`config.mk`:
```
export PLATFORM = sky130hd
export DESIGN_NAME = spi_master_ctrl
export DESIGN_NICKNAME = d
export VERILOG_FILES = /design/src/rtl/spi_master_ctrl_pkg.sv /design/src/rtl/spi_shift_reg.sv /design/src/rtl/spi_master_ctrl.sv
export SDC_FILE = /design/constraint.sdc
export NUM_CORES = 1
export LEC_CHECK = 0
export BUFFER_PORTS_ARGS = -buffer_cell sky130_fd_sc_hd__buf_2
export CORE_ASPECT_RATIO = 0.9
export CORE_MARGIN = 8
export CORE_UTILIZATION = 52
export CTS_CLUSTER_DIAMETER = 60
export DETAILED_ROUTE_END_ITERATION = 16
export GPL_TIMING_DRIVEN = 1
export PLACE_DENSITY = 0.84
export SYNTH_ARGS = -nofsm -noshare
export SYNTH_HDL_FRONTEND = slang
export SYNTH_HIERARCHICAL = 1
export SYNTH_SLANG_ARGS = --single-unit
```
`constraint.sdc`:
```
create_clock -name clk -period 1.6 [get_ports clk]
set_clock_uncertainty 0.05 [all_clocks]
set_input_delay 0.24 -clock clk [delete_from_list [all_inputs] [get_ports clk]]
set_output_delay 0.24 -clock clk [all_outputs]
set_load 0.1 [all_outputs]
```
`src/rtl/spi_master_ctrl_pkg.sv`:
```
`default_nettype none
// ============================================================================
// Module   : spi_master_ctrl_pkg
// Purpose  : Shared constants for the SPI master controller and the slave-side
//            RAM decode: FSM state encoding, frame opcodes, and the
//            bit-counter terminal values.
// Ports    : none (package)
// Revision : 1.0 - initial release
// ============================================================================
package spi_master_ctrl_pkg;

  // FSM state encoding
  localparam logic [2:0] ST_IDLE    = 3'd0;
  localparam logic [2:0] ST_START   = 3'd1;
  localparam logic [2:0] ST_CMD     = 3'd2;
  localparam logic [2:0] ST_SHIFT   = 3'd3;
  localparam logic [2:0] ST_HOLD    = 3'd4;
  localparam logic [2:0] ST_WAIT_RD = 3'd5;
  localparam logic [2:0] ST_RECV    = 3'd6;
  localparam logic [2:0] ST_GAP     = 3'd7;

  // Frame opcodes carried in frame[9:8]
  localparam logic [1:0] OP_WR_ADDR = 2'b00;
  localparam logic [1:0] OP_WR_DATA = 2'b01;
  localparam logic [1:0] OP_RD_ADDR = 2'b10;
  localparam logic [1:0] OP_RD_DATA = 2'b11;

  // Frame geometry
  localparam int         FRAME_W    = 10;
  localparam int         DATA_W     = 8;
  localparam logic [3:0] SHIFT_LAST = 4'd9;  // 10 frame bits
  localparam logic [3:0] RECV_LAST  = 4'd7;  // 8 MISO samples

  // Slave select is driven low in every state between IDLE and GAP.
  function automatic logic ss_active(input logic [2:0] st);
    return !((st == ST_IDLE) || (st == ST_GAP));
  endfunction

endpackage
`default_nettype wire

```
`src/rtl/spi_shift_reg.sv`:
```
`default_nettype none
// ============================================================================
// Module   : spi_shift_reg
// Purpose  : Parallel-load, MSB-first shift register. Shifting moves every bit
//            one place towards the MSB and inserts shift_in at the LSB, so
//            q[WIDTH-1] is the next bit to go out.
// Ports    : clk, rst_n       - clock, asynchronous active-low reset
//            load, load_data  - parallel load (takes priority over shift)
//            shift_en         - shift one place this cycle
//            shift_in         - bit entering at the LSB
//            q                - register contents
// Revision : 1.0 - initial release
// ============================================================================
module spi_shift_reg #(
  parameter int WIDTH = 8
) (
  input  logic             clk,
  input  logic             rst_n,
  input  logic             load,
  input  logic [WIDTH-1:0] load_data,
  input  logic             shift_en,
  input  logic             shift_in,
  output logic [WIDTH-1:0] q
);

  always_ff @(posedge clk or negedge rst_n) begin
    if (!rst_n) begin
      q <= '0;
    end else if (load) begin
      q <= load_data;
    end else if (shift_en) begin
      q <= {q[WIDTH-2:0], shift_in};
    end
  end

endmodule
`default_nettype wire

```
`src/rtl/spi_master_ctrl.sv`:
```
`default_nettype none
// ============================================================================
// Module   : spi_master_ctrl
// Purpose  : SPI master that serialises 10-bit request frames (2-bit opcode +
//            8-bit payload) MSB first, holds SS_n low for a trailing period,
//            and for read-data frames waits RD_WAIT cycles and then samples
//            one byte from MISO, reporting it with a one-cycle rsp_valid.
// Ports    : clk, rst_n            - clock, asynchronous active-low reset
//            req_valid, req_frame  - request handshake input
//            req_ready             - high only while idle
//            SS_n, MOSI, MISO      - SPI pins
//            rsp_valid, rsp_data   - read-back byte, pulsed once per read
// Revision : 1.0 - initial release
// ============================================================================
module spi_master_ctrl
  import spi_master_ctrl_pkg::*;
#(
  parameter int WR_HOLD = 2,
  parameter int RD_WAIT = 4,
  parameter int GAP     = 1
) (
  input  logic               clk,
  input  logic               rst_n,
  input  logic               req_valid,
  input  logic [FRAME_W-1:0] req_frame,
  output logic               req_ready,
  output logic               SS_n,
  output logic               MOSI,
  input  logic               MISO,
  output logic               rsp_valid,
  output logic [DATA_W-1:0]  rsp_data
);

  // One delay counter serves HOLD, WAIT_RD and GAP; size it for the longest.
  localparam int DLY_MAX = (WR_HOLD > RD_WAIT) ? ((WR_HOLD > GAP) ? WR_HOLD : GAP)
                                               : ((RD_WAIT > GAP) ? RD_WAIT : GAP);
  localparam int DLY_W   = (DLY_MAX > 1) ? $clog2(DLY_MAX) : 1;

  localparam logic [DLY_W-1:0] HOLD_LAST = DLY_W'(WR_HOLD - 1);
  localparam logic [DLY_W-1:0] WAIT_LAST = DLY_W'(RD_WAIT - 1);
  localparam logic [DLY_W-1:0] GAP_LAST  = DLY_W'(GAP - 1);

  logic [2:0]         r_state;
  logic [2:0]         w_next;
  logic [3:0]         r_bit_cnt;
  logic [DLY_W-1:0]   r_dly_cnt;
  logic [1:0]         r_op;
  logic               w_accept;
  logic [FRAME_W-1:0] w_tx_q;
  logic [DATA_W-1:0]  w_rx_q;
  logic               w_last_sample;
  logic               unused_bits;

  assign req_ready     = rst_n && (r_state == ST_IDLE);
  assign w_accept      = req_valid && req_ready;
  assign w_last_sample = (r_state == ST_RECV) && (r_bit_cnt == RECV_LAST);

  // Only the top two transmit bits and the low seven receive bits are read
  // directly; the rest exist purely as shift storage.
  assign unused_bits = ^{w_tx_q[FRAME_W-3:0], w_rx_q[DATA_W-1]};

  // The frame is captured at acceptance so later req_frame changes are ignored.
  spi_shift_reg #(.WIDTH(FRAME_W)) u_tx (
    .clk       (clk),
    .rst_n     (rst_n),
    .load      (w_accept),
    .load_data (req_frame),
    .shift_en  (r_state == ST_SHIFT),
    .shift_in  (1'b0),
    .q         (w_tx_q)
  );

  spi_shift_reg #(.WIDTH(DATA_W)) u_rx (
    .clk       (clk),
    .rst_n     (rst_n),
    .load      (w_accept),
    .load_data ('0),
    .shift_en  (r_state == ST_RECV),
    .shift_in  (MISO),
    .q         (w_rx_q)
  );

  always_comb begin
    w_next = r_state;
    case (r_state)
      ST_IDLE:    if (w_accept) w_next = ST_START;
      ST_START:   w_next = ST_CMD;
      ST_CMD:     w_next = ST_SHIFT;
      ST_SHIFT:   if (r_bit_cnt == SHIFT_LAST)
                    w_next = (r_op == OP_RD_DATA) ? ST_WAIT_RD : ST_HOLD;
      ST_HOLD:    if (r_dly_cnt == HOLD_LAST) w_next = ST_GAP;
      ST_WAIT_RD: if (r_dly_cnt == WAIT_LAST) w_next = ST_RECV;
      ST_RECV:    if (r_bit_cnt == RECV_LAST) w_next = ST_GAP;
      ST_GAP:     if (r_dly_cnt == GAP_LAST)  w_next = ST_IDLE;
      default:    w_next = ST_IDLE;
    endcase
  end

  always_ff @(posedge clk or negedge rst_n) begin
    if (!rst_n) begin
      r_state   <= ST_IDLE;
      r_bit_cnt <= '0;
      r_dly_cnt <= '0;
      r_op      <= OP_WR_ADDR;
      SS_n      <= 1'b1;
      MOSI      <= 1'b0;
      rsp_valid <= 1'b0;
      rsp_data  <= '0;
    end else begin
      r_state <= w_next;

      if (w_accept) r_op <= req_frame[FRAME_W-1 -: 2];

      // Counters restart on every state change and run only where they matter.
      if (w_next != r_state) begin
        r_bit_cnt <= '0;
        r_dly_cnt <= '0;
      end else begin
        if ((r_state == ST_SHIFT) || (r_state == ST_RECV))
          r_bit_cnt <= r_bit_cnt + 4'd1;
        if ((r_state == ST_HOLD) || (r_state == ST_WAIT_RD) || (r_state == ST_GAP))
          r_dly_cnt <= r_dly_cnt + DLY_W'(1);
      end

      // Pins are registered from the next state so they line up with r_state.
      SS_n <= !ss_active(w_next);

      // The transmit register shifts on the same edge that loads MOSI, so
      // inside SHIFT the upcoming bit already sits one place below the MSB.
      case (w_next)
        ST_CMD:   MOSI <= w_tx_q[FRAME_W-1];
        ST_SHIFT: MOSI <= (r_state == ST_SHIFT) ? w_tx_q[FRAME_W-2] : w_tx_q[FRAME_W-1];
        default:  MOSI <= 1'b0;
      endcase

      rsp_valid <= w_last_sample;
      if (w_last_sample) rsp_data <= {w_rx_q[DATA_W-2:0], MISO};
    end
  end

endmodule
`default_nettype wire

```
# [After elaboration in Yosys (flattened, before gate mapping)]
# Index checks and enable logic that the tools add are counted.
# Widths: inputs -> output; s select.
[op_classes] add_sub_neg=2 n_eq_ne=16 muxes=18 n_reduce_logical=14
[ops] cell="$pmux 3 s8" n=1
[ops] cell="$mux 10" n=2
[ops] cell="$mux 3" n=6
[ops] cell="$eq 3x3->1 const B" n=5
[ops] cell="$mux 7" n=2
[ops] cell="$eq 3x2->1 const B" n=4
[ops] cell="$mux 4" n=2
[ops] cell="$reduce_bool 2->1" n=4
[ops] cell="$logic_not 3->1" n=2
[ops] cell="$add 4x1->4 const B" n=1
[ops] cell="$eq 2x2->1 const B" n=2
[ops] cell="$eq 4x3->1 const B" n=1
[ops] cell="$eq 4x4->1 const B" n=1
[ops] cell="$logic_or 1x1->1" n=4
[ops] cell="$mux 2" n=2
[ops] cell="$eq 3x1->1 const B" n=1
[ops] cell="$logic_and 1x1->1" n=3
[ops] cell="$ne 3x3->1" n=1
[ops] cell="$add 2x1->2 const B" n=1
[ops] cell="$eq 2x1->1 const B" n=1
[ops] cell="$logic_not 2->1" n=1
[ops] cell="$mux 1" n=2
[ops] cell="$pmux 1 s2" n=1
[word_totals] regBits=39 inputBits=14 out_inout_bits=12 word_cells=60

# [Logic depth before layout (Yosys ltp)]
[depth] depth_word=7 mapped_depth=6 depth_no_buf=6

# [Cells and area by module]
# Netlist, hierarchy kept.
[modules_own_cells] mod="spi_master_ctrl" instances=1 cells_each=110 area_per_inst_um2=1261.2 seq_area_each_um2=551.8
[modules_own_cells] mod="spi_shift_reg (u_tx)" instances=1 cells_each=43 area_per_inst_um2=462.9 seq_area_each_um2=250.2
[modules_own_cells] mod="spi_shift_reg (u_rx)" instances=1 cells_each=34 area_per_inst_um2=372.9 seq_area_each_um2=200.2

# [Worst setup path after synthesis]
# Ideal clock, no wire load.
[synth_path] kind="register to output" start="register r_state[0]" end="output port req_ready" t_arrival_ns=1.554 required_ns=1.310 setup_slack_ns=-0.244 path_stages_with_launch=4 path_buffers=1 cell_sequence="dfrtp_1 > buf_2 > nor3_1 > and2_1"
[synth_via] elab_chain_len=2
[synth_lines] element="start: declaration" line_no="spi_master_ctrl.sv:43" text="logic [2:0] r_state;"
[synth_lines] element="start signal: assignment" line_no="spi_master_ctrl.sv:110" text="r_state <= w_next;"
[synth_lines] element="$logic_not 3->1" line_no="spi_master_ctrl.sv:54" text="assign req_ready = rst_n && (r_state == ST_IDLE);"
[synth_lines] element="$logic_and 1x1->1" line_no="spi_master_ctrl.sv:54"
[synth_lines] element="end: declaration" line_no="spi_master_ctrl.sv:26" text="output logic req_ready,"
# No other way between the ends.

# [Worst setup path in the final report]
[layout_path] start="register r_state[2]" end="register SS_n"
[layout_via] elab_chain_len=7 word_cells_on_any_way=20 classes_between="8 x eq/ne; 7 x mux; 5 x reduce/logical"
[layout_lines] element="$logic_not 3->1" line_no="spi_master_ctrl.sv:54, spi_master_ctrl.sv:85"
[layout_lines] element="$logic_and 1x1->1" line_no="spi_master_ctrl.sv:54"
[layout_lines] element="$logic_and 1x1->1" line_no="spi_master_ctrl.sv:55" text="assign w_accept = req_valid && req_ready;"
[layout_lines] element="$mux 3" line_no="spi_master_ctrl.sv:86" text="ST_IDLE: if (w_accept) w_next = ST_START;"
[layout_lines] element="$pmux 3 s8 *" line_no="spi_master_ctrl.sv:85" text="case (r_state)"
[layout_lines] element="via w_next[0]" line_no="spi_master_ctrl.sv:44" text="logic [2:0] w_next;"
[layout_lines] element="$eq 3x3->1 / $logic_not 3->1 (equally long branches)" line_no="spi_master_ctrl_pkg.sv:36" text="return !((st == ST_IDLE) || (st == ST_GAP));"
[layout_lines] element="$logic_or 1x1->1 *" line_no="spi_master_ctrl_pkg.sv:36"
[layout_lines] element="end signal: assignment" line_no="spi_master_ctrl.sv:126" text="SS_n <= !ss_active(w_next);"
[layout_lines] element="end: declaration" line_no="spi_master_ctrl.sv:27" text="output logic SS_n,"
# The timed path passes the listed nets; every way through them passes the cells marked *.
# A chain may end at the register's enable or synchronous reset.

==> flow_summary.json <==
{
  "vias_per_cell": 5.32,
  "setup.worst_path.start_class": "flop",
  "max_freq_mhz": 584,
  "critPathArrivalTime_ns": 1.88,
  "cts.clk_slew.worst_paths_ns": 0.08,
  "grt.overflow.total": 0,
  "timing.max_cap.violations": 0,
  "diodes": 0,
  "clock_sink_count": 39,
  "finalInstanceArea_sq_um": 2740,
  "cts_max_level": 2,
  "p_per_area_nw_per_um2": 2090,
  "grt_first_pass_wirelength_um": 7250,
  "ir_drop_mv": 1.09,
  "hp-class": "input pin to flop",
  "finalCritPeriodShare": 1.07,
  "clk_latency_ns": 0.29,
  "detail_route.wl_per_cell_um": 16.3,
  "total_grt_usage": 0.154,
  "required_ns": 1.76,
  "die_width_um": 82.2,
  "wirelength_routed_um": 4760,
  "antenna_violating_nets_post_route": 0,
  "endpoint_kind": "flop",
  "gp_congestion": 0.872,
  "worst_slack_ns": -0.113,
  "row_count": 21,
  "tritoncts": "built",
  "yosysWarningCount": 6,
  "p_total_uw": 5730,
  "finalMaxSlewViolations": 0,
  "hold_violations_final": 0,
  "placeableCoreArea_sq_um": 3760,
  "die_height_um": 75.6,
  "layout.nets": 264,
  "rsz0062_at_grt": "true",
  "static-leakage-power_uw": 0.00126,
  "boundaryPins": 26,
  "max-clock-path-buffers": 2,
  "max_fo_critical_path": 5,
  "finalHoldWorstSlack_ns": 0.103,
  "start_util": 0.546,
  "drc_errors": 0,
  "clockRootBuffer": "sky130_fd_sc_hd__clkbuf_8",
  "floorplan.die_area_sq_um": 6220,
  "post_synth_inst_count": 183,
  "area.growth.synth_to_final_pct": 33.6,
  "post_synth.cell_area_avg_sq_um": 11.2,
  "final_period_minus_worst_setup_slack_ns": 1.71,
  "detail_route.first_pass.iterations": 4,
  "setup_cp_type": "flop to flop",
  "dpl.hpwl_um": 3080,
  "drive_gt1_frac": 0.443,
  "status": "finished, violations left",
  "drt_iter0_markers": 94,
  "port-buffer-count": 25,
  "grt_antenna_before_repair": 0,
  "numCtsBuffers": 5,
  "first_global_vias": 1579,
  "regToRegStartpoint": "r_state[2]$_DFF_PN0_",
  "timing.final.setup_violations": 10,
  "grt_max_degree": 33,
  "synth_area_sq_um": 2050,
  "placed_cell_area_sq_um": 2360,
  "hold_path_startpoint": "req_frame[1]",
  "dr_total_vias": 1553,
  "regToRegSetupSlack_ns": -0.11,
  "failed_checks": "negative setup slack",
  "startpoint": "r_state[2]$_DFF_PN0_"
}
through the flow:
stage / cells / setup TNS (ns) / util / setup slack, ns
finish: 292 / -0.333 / 0.730 / -0.113
global route: 292 / -0.867 / 0.730 / -0.169
CTS: 290 / -0.157 / 0.692 / -0.0571
detailed placement: 273 / -0.453 / 0.629 / -0.119
global placement: 273 / -0.131 / 0.629 / -0.110
floorplan: 190 / 0 / - / 0.00755
final timing paths:
path | end | cells past startpoint
max reg2reg | SS_n$_DFF_PN1_ | 5
max in group asynchronous | SS_n$_DFF_PN1_ | 3
min in group asynchronous | r_op[0]$_DFFE_PN0P_ | 3
min | u_tx/q[1]$_DFFE_PN0P_ | 3
max | SS_n$_DFF_PN1_ | 5
min reg2reg | rsp_data[3]$_DFFE_PN0P_ | 1
sequential cells by signal (all words and copies together) (netlist names), 2 cells and up:
| signal | flops |
|---|---|
| r_bit_cnt | 4 |
| r_dly_cnt | 2 |
| r_op | 2 |
| r_state | 3 |
| rsp_data | 8 |
| u_rx/q | 7 |
| u_tx/q | 10 |
per-layer routing:
| metal | global-route usage | vias up | wire length, um |
|---|---|---|---|
| met1 | 0.185 | 746 | 2070 |
| met5 | 0 | - | 0 |
| met4 | 0.0584 | 0 | 121 |
| met2 | 0.255 | 43 | 2310 |
| li1 | - | 752 | - |
| met3 | 0.0425 | 12 | 261 |
placed cells by master (no fill, tap or decap), types with 4 or more instances in the layout:
master	count
sky130_fd_sc_hd__buf_6	11
sky130_fd_sc_hd__clkbuf_8	5
sky130_fd_sc_hd__xor2_1	4
sky130_fd_sc_hd__conb_1	8
sky130_fd_sc_hd__dfrtp_1	36
sky130_fd_sc_hd__mux2_4	8
sky130_fd_sc_hd__nor2_1	4
sky130_fd_sc_hd__nand2_1	24
sky130_fd_sc_hd__o21ai_1	17
sky130_fd_sc_hd__buf_4	19
sky130_fd_sc_hd__buf_2	24
sky130_fd_sc_hd__nand2b_1	4
sky130_fd_sc_hd__nor3_2	5
sky130_fd_sc_hd__mux2i_1	18
report_power, final:
group | switching, uW | total (uW) | internal, uW
sequential | 306 | 1720 | 1420
combinational | 1770 | 3180 | 1410
clock | 361 | 825 | 464
repair_timing:
| item | 4_1_cts | 5_1_grt |
|---|---|---|
| gates resized for setup | 12 | 37 |
| endpoints found under the setup margin | 28 | 28 |
| cloned | 0 | 1 |
| hold buffers | 2 | 0 |
| endpoints found under the hold margin | 38 | 0 |
| pin swaps | 7 | 14 |
| setup buffers | 7 | 1 |
area by class of cell:
class                   instances  area (sq um)
multi-input cells             138          1130
clock inverters                 3          43.8
flip-flops and latches         39           980
repair buffers                 58           447
clock buffers                   5          68.8
well taps                      46          57.6
inverters                       3          11.3
fillers                       258          1010
critical path: stages (launching register included):
cell and delay (ns):
sky130_fd_sc_hd__dfrtp_1 0.44, sky130_fd_sc_hd__buf_6 0.16, sky130_fd_sc_hd__a21boi_2 0.16, sky130_fd_sc_hd__and3_4 0.17, sky130_fd_sc_hd__o41a_1 0.44, sky130_fd_sc_hd__mux2i_1 0.21
No activity file was read; power rests on OpenSTA's default activity.
